### src/rtl/rom_disp_pkg.sv
// Shared types and defaults for the ROM display sequencer.
package rom_disp_pkg;
  localparam int DEF_W       = 10;
  localparam int DEF_DIGITS  = 4;
  localparam int DEF_ROM_LAT = 2;

  typedef enum logic [2:0] {
    S_IDLE,
    S_FETCH,
    S_CONV_A,
    S_CONV_D,
    S_UPDATE
  } state_t;
endpackage

### src/rtl/bcd_serial_conv.sv
// Serial shift-add-3 binary-to-BCD converter, one bit per cycle.
// A start cycle performs the first step directly from 'bin' with a cleared
// digit register, so W steps complete in W clock edges with no load cycle.
// 'done' is high during the cycle whose closing edge performs the final step.
module bcd_serial_conv #(
  parameter int W      = 10,
  parameter int DIGITS = 4
) (
  input  logic                  CLOCK_50,
  input  logic                  RESET_N,
  input  logic                  start,
  input  logic [W-1:0]          bin,
  output logic [4*DIGITS-1:0]   bcd,
  output logic                  done
);
  localparam int CW = $clog2(W + 1);

  logic [W-1:0]        sh;
  logic [CW-1:0]       cnt;
  logic [4*DIGITS-1:0] adj_src;
  logic [4*DIGITS-1:0] adj;
  logic                msb;

  // Add-3 correction on every digit >= 5, taken from a cleared register on start.
  always_comb begin
    adj_src = start ? '0 : bcd;
    msb     = start ? bin[W-1] : sh[W-1];
    adj     = adj_src;
    for (int d = 0; d < DIGITS; d++)
      if (adj_src[4*d +: 4] >= 4'd5) adj[4*d +: 4] = adj_src[4*d +: 4] + 4'd3;
  end

  assign done = start ? (W == 1) : (cnt == CW'(1));

  // Shift the corrected digits left, pulling in the operand MSB.
  always_ff @(posedge CLOCK_50) begin
    if (!RESET_N) begin
      bcd <= '0;
      sh  <= '0;
      cnt <= '0;
    end else if (start) begin
      bcd <= {adj[4*DIGITS-2:0], msb};
      sh  <= bin << 1;
      cnt <= CW'(W - 1);
    end else if (cnt != '0) begin
      bcd <= {adj[4*DIGITS-2:0], msb};
      sh  <= sh << 1;
      cnt <= cnt - CW'(1);
    end
  end
endmodule

### src/rtl/rom_display_ctrl.sv
// Sequencer: switch sync -> ROM fetch -> shared serial BCD conversion of the
// address and then the data -> atomic update of both display pairs.
import rom_disp_pkg::*;

module rom_display_ctrl #(
  parameter int W       = DEF_W,
  parameter int DIGITS  = DEF_DIGITS,
  parameter int ROM_LAT = DEF_ROM_LAT
) (
  input  logic                CLOCK_50,
  input  logic                RESET_N,
  input  logic [W-1:0]        SW,
  input  logic [W-1:0]        ROM_Q,
  output logic [W-1:0]        ROM_ADDR,
  output logic [4*DIGITS-1:0] BCD_ADDR,
  output logic [4*DIGITS-1:0] BCD_DATA,
  output logic                BUSY,
  output logic                DONE
);
  localparam int LW = (ROM_LAT > 1) ? $clog2(ROM_LAT) : 1;

  state_t              state;
  logic [W-1:0]        sw_m, sw_s;
  logic                primed;
  logic [LW-1:0]       lat_cnt;
  logic [W-1:0]        data_r;
  logic [4*DIGITS-1:0] addr_bcd_r;
  logic                first;
  logic [W-1:0]        conv_bin;
  logic [4*DIGITS-1:0] conv_bcd;
  logic                conv_done;

  // Two-flop synchronizer for the asynchronous switch bank.
  always_ff @(posedge CLOCK_50) begin
    if (!RESET_N) begin
      sw_m <= '0;
      sw_s <= '0;
    end else begin
      sw_m <= SW;
      sw_s <= sw_m;
    end
  end

  // The operand is only consumed on the start cycle of each conversion.
  assign conv_bin = (state == S_CONV_A) ? ROM_ADDR : data_r;

  bcd_serial_conv #(.W(W), .DIGITS(DIGITS)) u_conv (
    .CLOCK_50 (CLOCK_50),
    .RESET_N  (RESET_N),
    .start    (first),
    .bin      (conv_bin),
    .bcd      (conv_bcd),
    .done     (conv_done)
  );

  // Main FSM. The converter's own digit register holds the data result until
  // UPDATE, so the data BCD goes straight from it to BCD_DATA.
  always_ff @(posedge CLOCK_50) begin
    if (!RESET_N) begin
      state      <= S_IDLE;
      ROM_ADDR   <= '0;
      BCD_ADDR   <= '0;
      BCD_DATA   <= '0;
      BUSY       <= 1'b0;
      DONE       <= 1'b0;
      primed     <= 1'b0;
      lat_cnt    <= '0;
      data_r     <= '0;
      addr_bcd_r <= '0;
      first      <= 1'b0;
    end else begin
      DONE  <= 1'b0;
      first <= 1'b0;
      case (state)
        S_IDLE: begin
          if (!primed || sw_s != ROM_ADDR) begin
            ROM_ADDR <= sw_s;
            BUSY     <= 1'b1;
            lat_cnt  <= '0;
            state    <= S_FETCH;
          end
        end
        S_FETCH: begin
          if (lat_cnt == LW'(ROM_LAT - 1)) begin
            data_r <= ROM_Q;
            first  <= 1'b1;
            state  <= S_CONV_A;
          end else begin
            lat_cnt <= lat_cnt + LW'(1);
          end
        end
        S_CONV_A: begin
          if (conv_done) begin
            first <= 1'b1;
            state <= S_CONV_D;
          end
        end
        S_CONV_D: begin
          // Address result is still intact during the data start cycle.
          if (first) addr_bcd_r <= conv_bcd;
          if (conv_done) state <= S_UPDATE;
        end
        S_UPDATE: begin
          BCD_ADDR <= addr_bcd_r;
          BCD_DATA <= conv_bcd;
          DONE     <= 1'b1;
          primed   <= 1'b1;
          BUSY     <= 1'b0;
          state    <= S_IDLE;
        end
        default: state <= S_IDLE;
      endcase
    end
  end
endmodule

### config.mk
export PLATFORM = sky130hd
export DESIGN_NAME = rom_display_ctrl
export DESIGN_NICKNAME = d
export VERILOG_FILES = /design/src/rtl/rom_disp_pkg.sv /design/src/rtl/bcd_serial_conv.sv /design/src/rtl/rom_display_ctrl.sv
export SDC_FILE = /design/constraint.sdc
export NUM_CORES = 1
export LEC_CHECK = 0
export ABC_AREA = 1
export BUFFER_PORTS_ARGS = -buffer_cell sky130_fd_sc_hd__buf_2
export CAP_MARGIN = 20
export CORE_MARGIN = 1
export CORE_UTILIZATION = 45
export DETAILED_ROUTE_END_ITERATION = 7
export PLACE_DENSITY = 0.62
export SYNTH_ARGS = -nofsm -noshare
export SYNTH_HDL_FRONTEND = slang
export SYNTH_HIERARCHICAL = 1
export SYNTH_SLANG_ARGS = --single-unit
### constraint.sdc
create_clock -name CLOCK_50 -period 3.4 [get_ports CLOCK_50]
set_input_delay 0 -clock CLOCK_50 [delete_from_list [all_inputs] [get_ports CLOCK_50]]
set_output_delay 0 -clock CLOCK_50 [all_outputs]
set_load 0.03 [all_outputs]
After elaboration in Yosys (flattened, before gate mapping)
Index checks and enable logic that the tools add are counted.

storage, ports and cells
  flip-flop bits (word level) = 125
  latch bits = 0
  RAM bits = 0
  bits in read-only memories = 0
  bits of input ports = 22
  output and inout bits = 44
  memories kept = 0

operators by class
  add/sub/neg operators = 6
  $mul = 0
  div/mod/pow operators = 0
  $lt $le $gt $ge = 4
  equal/unequal tests = 10
  shift operators = 0
  mux-type cells = 28
  bitwise operators = 1
  reduce and logical (&&, ||, !) cells = 14

operator list
  kind                 number
  $mux 16              3
  $mux 10              3
  $mux 4               5
  $ge 4x3->1 const B   4
  $mux 3               5
  $add 4x2->4 const B  3
  $pmux 3 s4           1
  $ne 10x10->1         1
  $reduce_and 2->1     5
  $mux 1               8
  $ne 2x2->1 const B   4
  $eq 3x2->1 const B   2
  $pmux 1 s2           3
  $reduce_bool 2->1    3
  $eq 4x1->1 const B   1
  $reduce_and 4->1     1
  $reduce_bool 4->1    1
  $sub 4x1->4 const B  1
  $add 3x2->3 const B  1
  $eq 3x1->1 const B   1
  $eq 3x3->1 const B   1
  $logic_not 3->1      1
  $reduce_or 2->1      1
  $add 1x1->1 const B  1
  3 further kinds      3

Depth between registers and ports, before layout
  depth after elaboration = 5
  depth in mapped cells = 12
  mapped depth without buffers = 11

Hierarchy
Netlist, hierarchy kept.

by module, submodules not included
  module            times used  cells an instance  area each (µm²)
  rom_display_ctrl  1           474                3,594.7
  bcd_serial_conv   1           255                1,722.9

Worst setup path before layout
No wires, ideal clock.

  kind = register -> register
  start = register first
  end = register state[0]
  library setup time = 132 ps
  arrival = 1,386 ps
  path slack = 1,882 ps
  stages on the path, launching flop included = 11
  buffers on the path = 3
  period minus slack after synthesis = 1,518 ps
  cell sequence = dfxtp_1 -> buf_6 -> buf_6 -> buf_2 -> nor2_1 -> nor3_1 -> inv_1 -> o21ai_0 -> inv_1 -> nand3_1 -> a21oi_1

on the way
  cells in the longest elaborated chain, start to end = 3
  elaborated cells between the ends (all ways) = 4

ends and longest elaborated chain
  what                            RTL line                text
  from (decl)                     rom_display_ctrl.sv:28  logic first;
  from (signal assigned)          rom_display_ctrl.sv:70  first <= 1'b0;
  from (signal assigned)          rom_display_ctrl.sv:73  first <= 1'b0;
  from (signal assigned)          rom_display_ctrl.sv:86  first <= 1'b1;
  $mux 1 (*)                      bcd_serial_conv.sv:33   assign done = start ? (W == 1) : (cnt == CW'(1));
  via conv_done                   rom_display_ctrl.sv:31  logic conv_done;
  $ne 2x2->1 (no line)            --
  $reduce_and 4->1 (no line) (*)  --
  to (signal assigned)            rom_display_ctrl.sv:60  state <= S_IDLE;
  to (signal assigned)            rom_display_ctrl.sv:80  state <= S_FETCH;
  to (signal assigned)            rom_display_ctrl.sv:87  state <= S_CONV_A;
  to (decl)                       rom_display_ctrl.sv:22  state_t state;

Mark *: on every way through the listed nets, which the timed path passes. The rest lies on a longest branch.
A chain may end at the register's enable or synchronous reset.

Worst setup path after layout
  start = register first
  end = register u_conv.bcd[9]

on the way
  cells in the longest elaborated chain, start to end = 5
  elaborated cells between the ends (all ways) = 7

ends and longest elaborated chain
  what                                       RTL line               text
  $mux 16                                    bcd_serial_conv.sv:26  adj_src = start ? '0 : bcd;
  $add 4x2->4 or $ge 4x3->1 (tied branches)  bcd_serial_conv.sv:30  if (adj_src[4*d +: 4] >= 4'd5) adj[4*d +: 4] = adj_src[4*d +: 4] + 4'd3;
  $mux 4                                     bcd_serial_conv.sv:30
  $mux 16                                    bcd_serial_conv.sv:45  end else if (cnt != '0) begin
  $mux 16                                    bcd_serial_conv.sv:41  end else if (start) begin
  to (signal assigned)                       bcd_serial_conv.sv:42  bcd <= {adj[4*DIGITS-2:0], msb};
  to (signal assigned)                       bcd_serial_conv.sv:46  bcd <= {adj[4*DIGITS-2:0], msb};
  to (decl)                                  bcd_serial_conv.sv:13  output logic [4*DIGITS-1:0] bcd,

Several ways; a longest one is shown, not always the timed one. The select of a mux whose other input is x is not followed.

==> flow_summary.ini <==
[timing]
slew_limit_fails = 0
transition_time_of_the_tightest_slew_check_pin_ns = 0.817
finalCriticalPeriod_ns = 2.17
totalNegativeSetupSlack_ns = 0
final-setup-viol-count = 0
max-slew-margin-rel_pct = 45.2
finalHoldViolations = 0
max_clock_freq_mhz = 462
layout_worst_path_cycle_share_pct = 63.7
worst_slack_ns = 1.23
rsz0062_at_grt = false
final.setup_skew_ns = 0.00775

[logic_synthesis]
synth-simple-area-share_pct = 21.8
synth.cell_area_sq_um = 5320
synth_top_family_by_area = simple AND/OR/NAND/NOR gates
yosys.area.top_type_share_pct = 47.1
yosys_register_bits = 125
ys_dominant_reg_cell = dfxtp_1
synth_enable_flop_cells = 0
synth_nets = 757
synthDistinctLibCells = 36
synth_compound_area_share_pct = 16.8
post_synth_fa_ha_maj_area_fraction_pct = 1.41
syn-instance-count = 729
syn_area_per_cell_sq_um = 7.29
synthMostInstantiatedCell = nand2_1
synth_seq_area_share_pct = 47.1
synth_xor_area_share_pct = 0.329
fraction_of_synthesized_area_in_multiplexers_pct = 0
synthesis.yosys.warnings = 6
netlist_top_cells_count = nand2_1 (132), dfxtp_1 (125), inv_1 (117)
synth_async_sr_flop_share_pct = 0
synth_largest_area_cell = dfxtp_1
synth.top_cells.by_area = dfxtp_1 (47%), nand2_1 (9.3%), inv_1 (8.3%), o21ai_0 (7.6%), a21oi_1 (6.5%)

[global_route]
global_route.overflow_total = 0
grt_antenna_before_repair = 0
first_global_vias = 4562
grt_start_max_net_pins = 59
grt_usage_pct = 21.4
grt_pass1_wl_um = 20800

[drt]
routed_wire_length_per_instance_um = 12.9
drt_pass1_iterations = 7
route.vias.total = 4757
drcViolationCount = 0
postRouteWirelength_um = 12300
drt.antenna.violating_nets = 0
viasPerCell = 4.98
drt_iter0_drc = 272

[power_and_ir_drop]
power.internal_mw = 3.39
totalPowerFinal_mw = 4.98
switching_share_pct = 31.9
ir_worst_vdd_uv = 526
clkPwrFrac_pct = 41.0
comb_power_share_pct = 23.2
p_leak_nw = 3.02
power.sequential.fraction_pct = 35.8
power.switching_mw = 1.59
pwr_density_cell_nw_per_um2 = 763

[placed_design]
buffer_ports.inserted = 65
post-place-ws_ns = 1.31
detail_placement_hpwl_um = 8080
gp_congestion = 0.876

[die]
floorplan.die.height_um = 111
floorplan.io_pins = 66
floorplan.die_area_sq_um = 12300
chipWidth_um = 111
row_count = 39
initial_core_util_pct = 46.4
floorplan.core_area_sq_um = 11500

[clock_network]
h-tree-depth = 4
cts_tree = yes
insertion_delay_ns = 0.41
cts-root-buf = clkbuf_16
cts_sinks = 125
worst_setup_hold_path_clk_slew_ns = 0.05
number_of_buffers_between_clock_root_and_the_deepest_sink = 2
tritoncts.num_buffers = 17

[setup_path]
cp_data_arrival_time_ns = 2.48
setup.worst_path.start_class = flop
timing.critical_path.from = first
crit_type = reg -> reg
r2r_start = first
crit_path_max_fanout = 16
crit_path_end_kind = flop
critPathRequiredTime_ns = 3.71

[worst_hold_path]
min_from = RESET_N
hold_path.class = in -> reg

[layout]
layout-drive-gt1-share_pct = 14.9
antenna-diode-count = 0
area.growth.synth_to_final_pct = 22.7
register_area_sq_um = 2500
multi_input_area_sq_um = 2150
fillers = 1058
finalNetCount = 828

[run]
total_of_max_cap_violations = 0

[status]
outcome = complete, no violations
==> what timing repair did <==
item                                   CTS  global route
resized for setup                        0             0
hold buffers                            20             0
buffers inserted                         0             0
endpoints found under the hold margin   20             0
==> placed cells by master, fill, tap and decap left out, drive strengths merged, types with 2 or more instances in the layout <==
cell type    netlist  routed
nand2            135     135
dfxtp            125     125
inv              123     123
o21ai             83      83
a21oi             71      71
buf               24      69
nor2              63      63
nand3             45      45
dlygate4sd3        0      20
clkbuf            13      20
a31oi             11      11
nand4              8       8
nor3               8       8
bufinv             0       6
ha                 6       6
clkinv             1       5
nand3b             4       4
clkinvlp           0       2
o31ai              2       2
a21boi             2       2
==> power groups by stage <==
stage | logic (mW) | registers, mW | clock network [mW]
3_5_place_dp | 1.12 | 1.81 | 0
6_report | 1.15 | 1.78 | 2.04
3_3_place_gp | 1.09 | 1.80 | 0
4_1_cts | 1.15 | 1.78 | 2.07
2_1_floorplan | 0.938 | 1.79 | 0
5_1_grt | 1.31 | 1.80 | 2.14
==> worst max-delay path, stage by stage (launching register included) <==
cell and delay [ns]:
dfxtp_1 0.69, buf_4 0.33, nor2_1 0.10, inv_1 0.09, ha_1 0.20, inv_1 0.06, a21oi_2 0.20, nand2_1 0.12
nand2_1 0.09, nand3_1 0.07, nand2_1 0.07, inv_1 0.03
==> through the flow <==
| stage | util (%) | std cells | hold WS [ns] | instance area, sq um |
|---|---|---|---|---|
| 2_1_floorplan | - | 729 | 0.0976 | 5320 |
| 3_3_place_gp | 49.3 | 904 | 0.180 | 5650 |
| 3_5_place_dp | 49.3 | 904 | 0.184 | 5650 |
| 4_1_cts | 56.9 | 956 | 0.106 | 6520 |
| 5_1_grt | 56.9 | 956 | 0.135 | 6520 |
| 6_report | 56.9 | 956 | 0.107 | 6520 |
==> cell families (layout without fill, tap and decap cells) <==
logic type               count (synthesis)  count (layout)
AND/OR/NAND/NOR                        264             264
adder cells (fa/ha/maj)                  6               6
buffers and inverters                  161             245
flip-flops                             125             125
XOR/XNOR                                 2               2
AO/OA/AOI/OAI                          171             171
==> sequential cells by signal (all words and copies together), names as in the netlist <==
register / cells
BCD_ADDR: 16
BCD_DATA: 16
addr_bcd_r: 16
u_conv/bcd: 16
ROM_ADDR: 10
data_r: 10
sw_m: 10
sw_s: 10
u_conv/sh: 9
u_conv/cnt: 4
state: 3
BUSY: 1
DONE: 1
first: 1
lat_cnt: 1
primed: 1
==> cell type report <==
cell class,instances,share of cell area (%)
timing repair buffer,89,8.52
tap,143,2.74
clock buffer,20,7.00
inverter,124,7.17
multi-input combinational,443,32.9
sequential,125,38.4
clock inverter,12,3.30
==> routing by layer <==
layer | routed length, um | vias up | global-route usage [%]
li1 | - | 2464 | -
met1 | 5400 | 2133 | 23.6
met2 | 6020 | 132 | 36.9
met3 | 537 | 28 | 6.94
met4 | 381 | 0 | 10.5
met5 | 0 | - | 0
==> path summary, 6_finish.rpt <==
kind / end / slack (ns) / depth (start not counted)
worst max-delay path: u_conv/bcd[9] / 1.23 / 11
worst min-delay path: sw_s[2] / 0.11 / 3
worst max register to register: u_conv/bcd[9] / 1.23 / 11
worst min register to register: sw_s[9] / 0.41 / 2
Power figures use the tool's default switching activity.
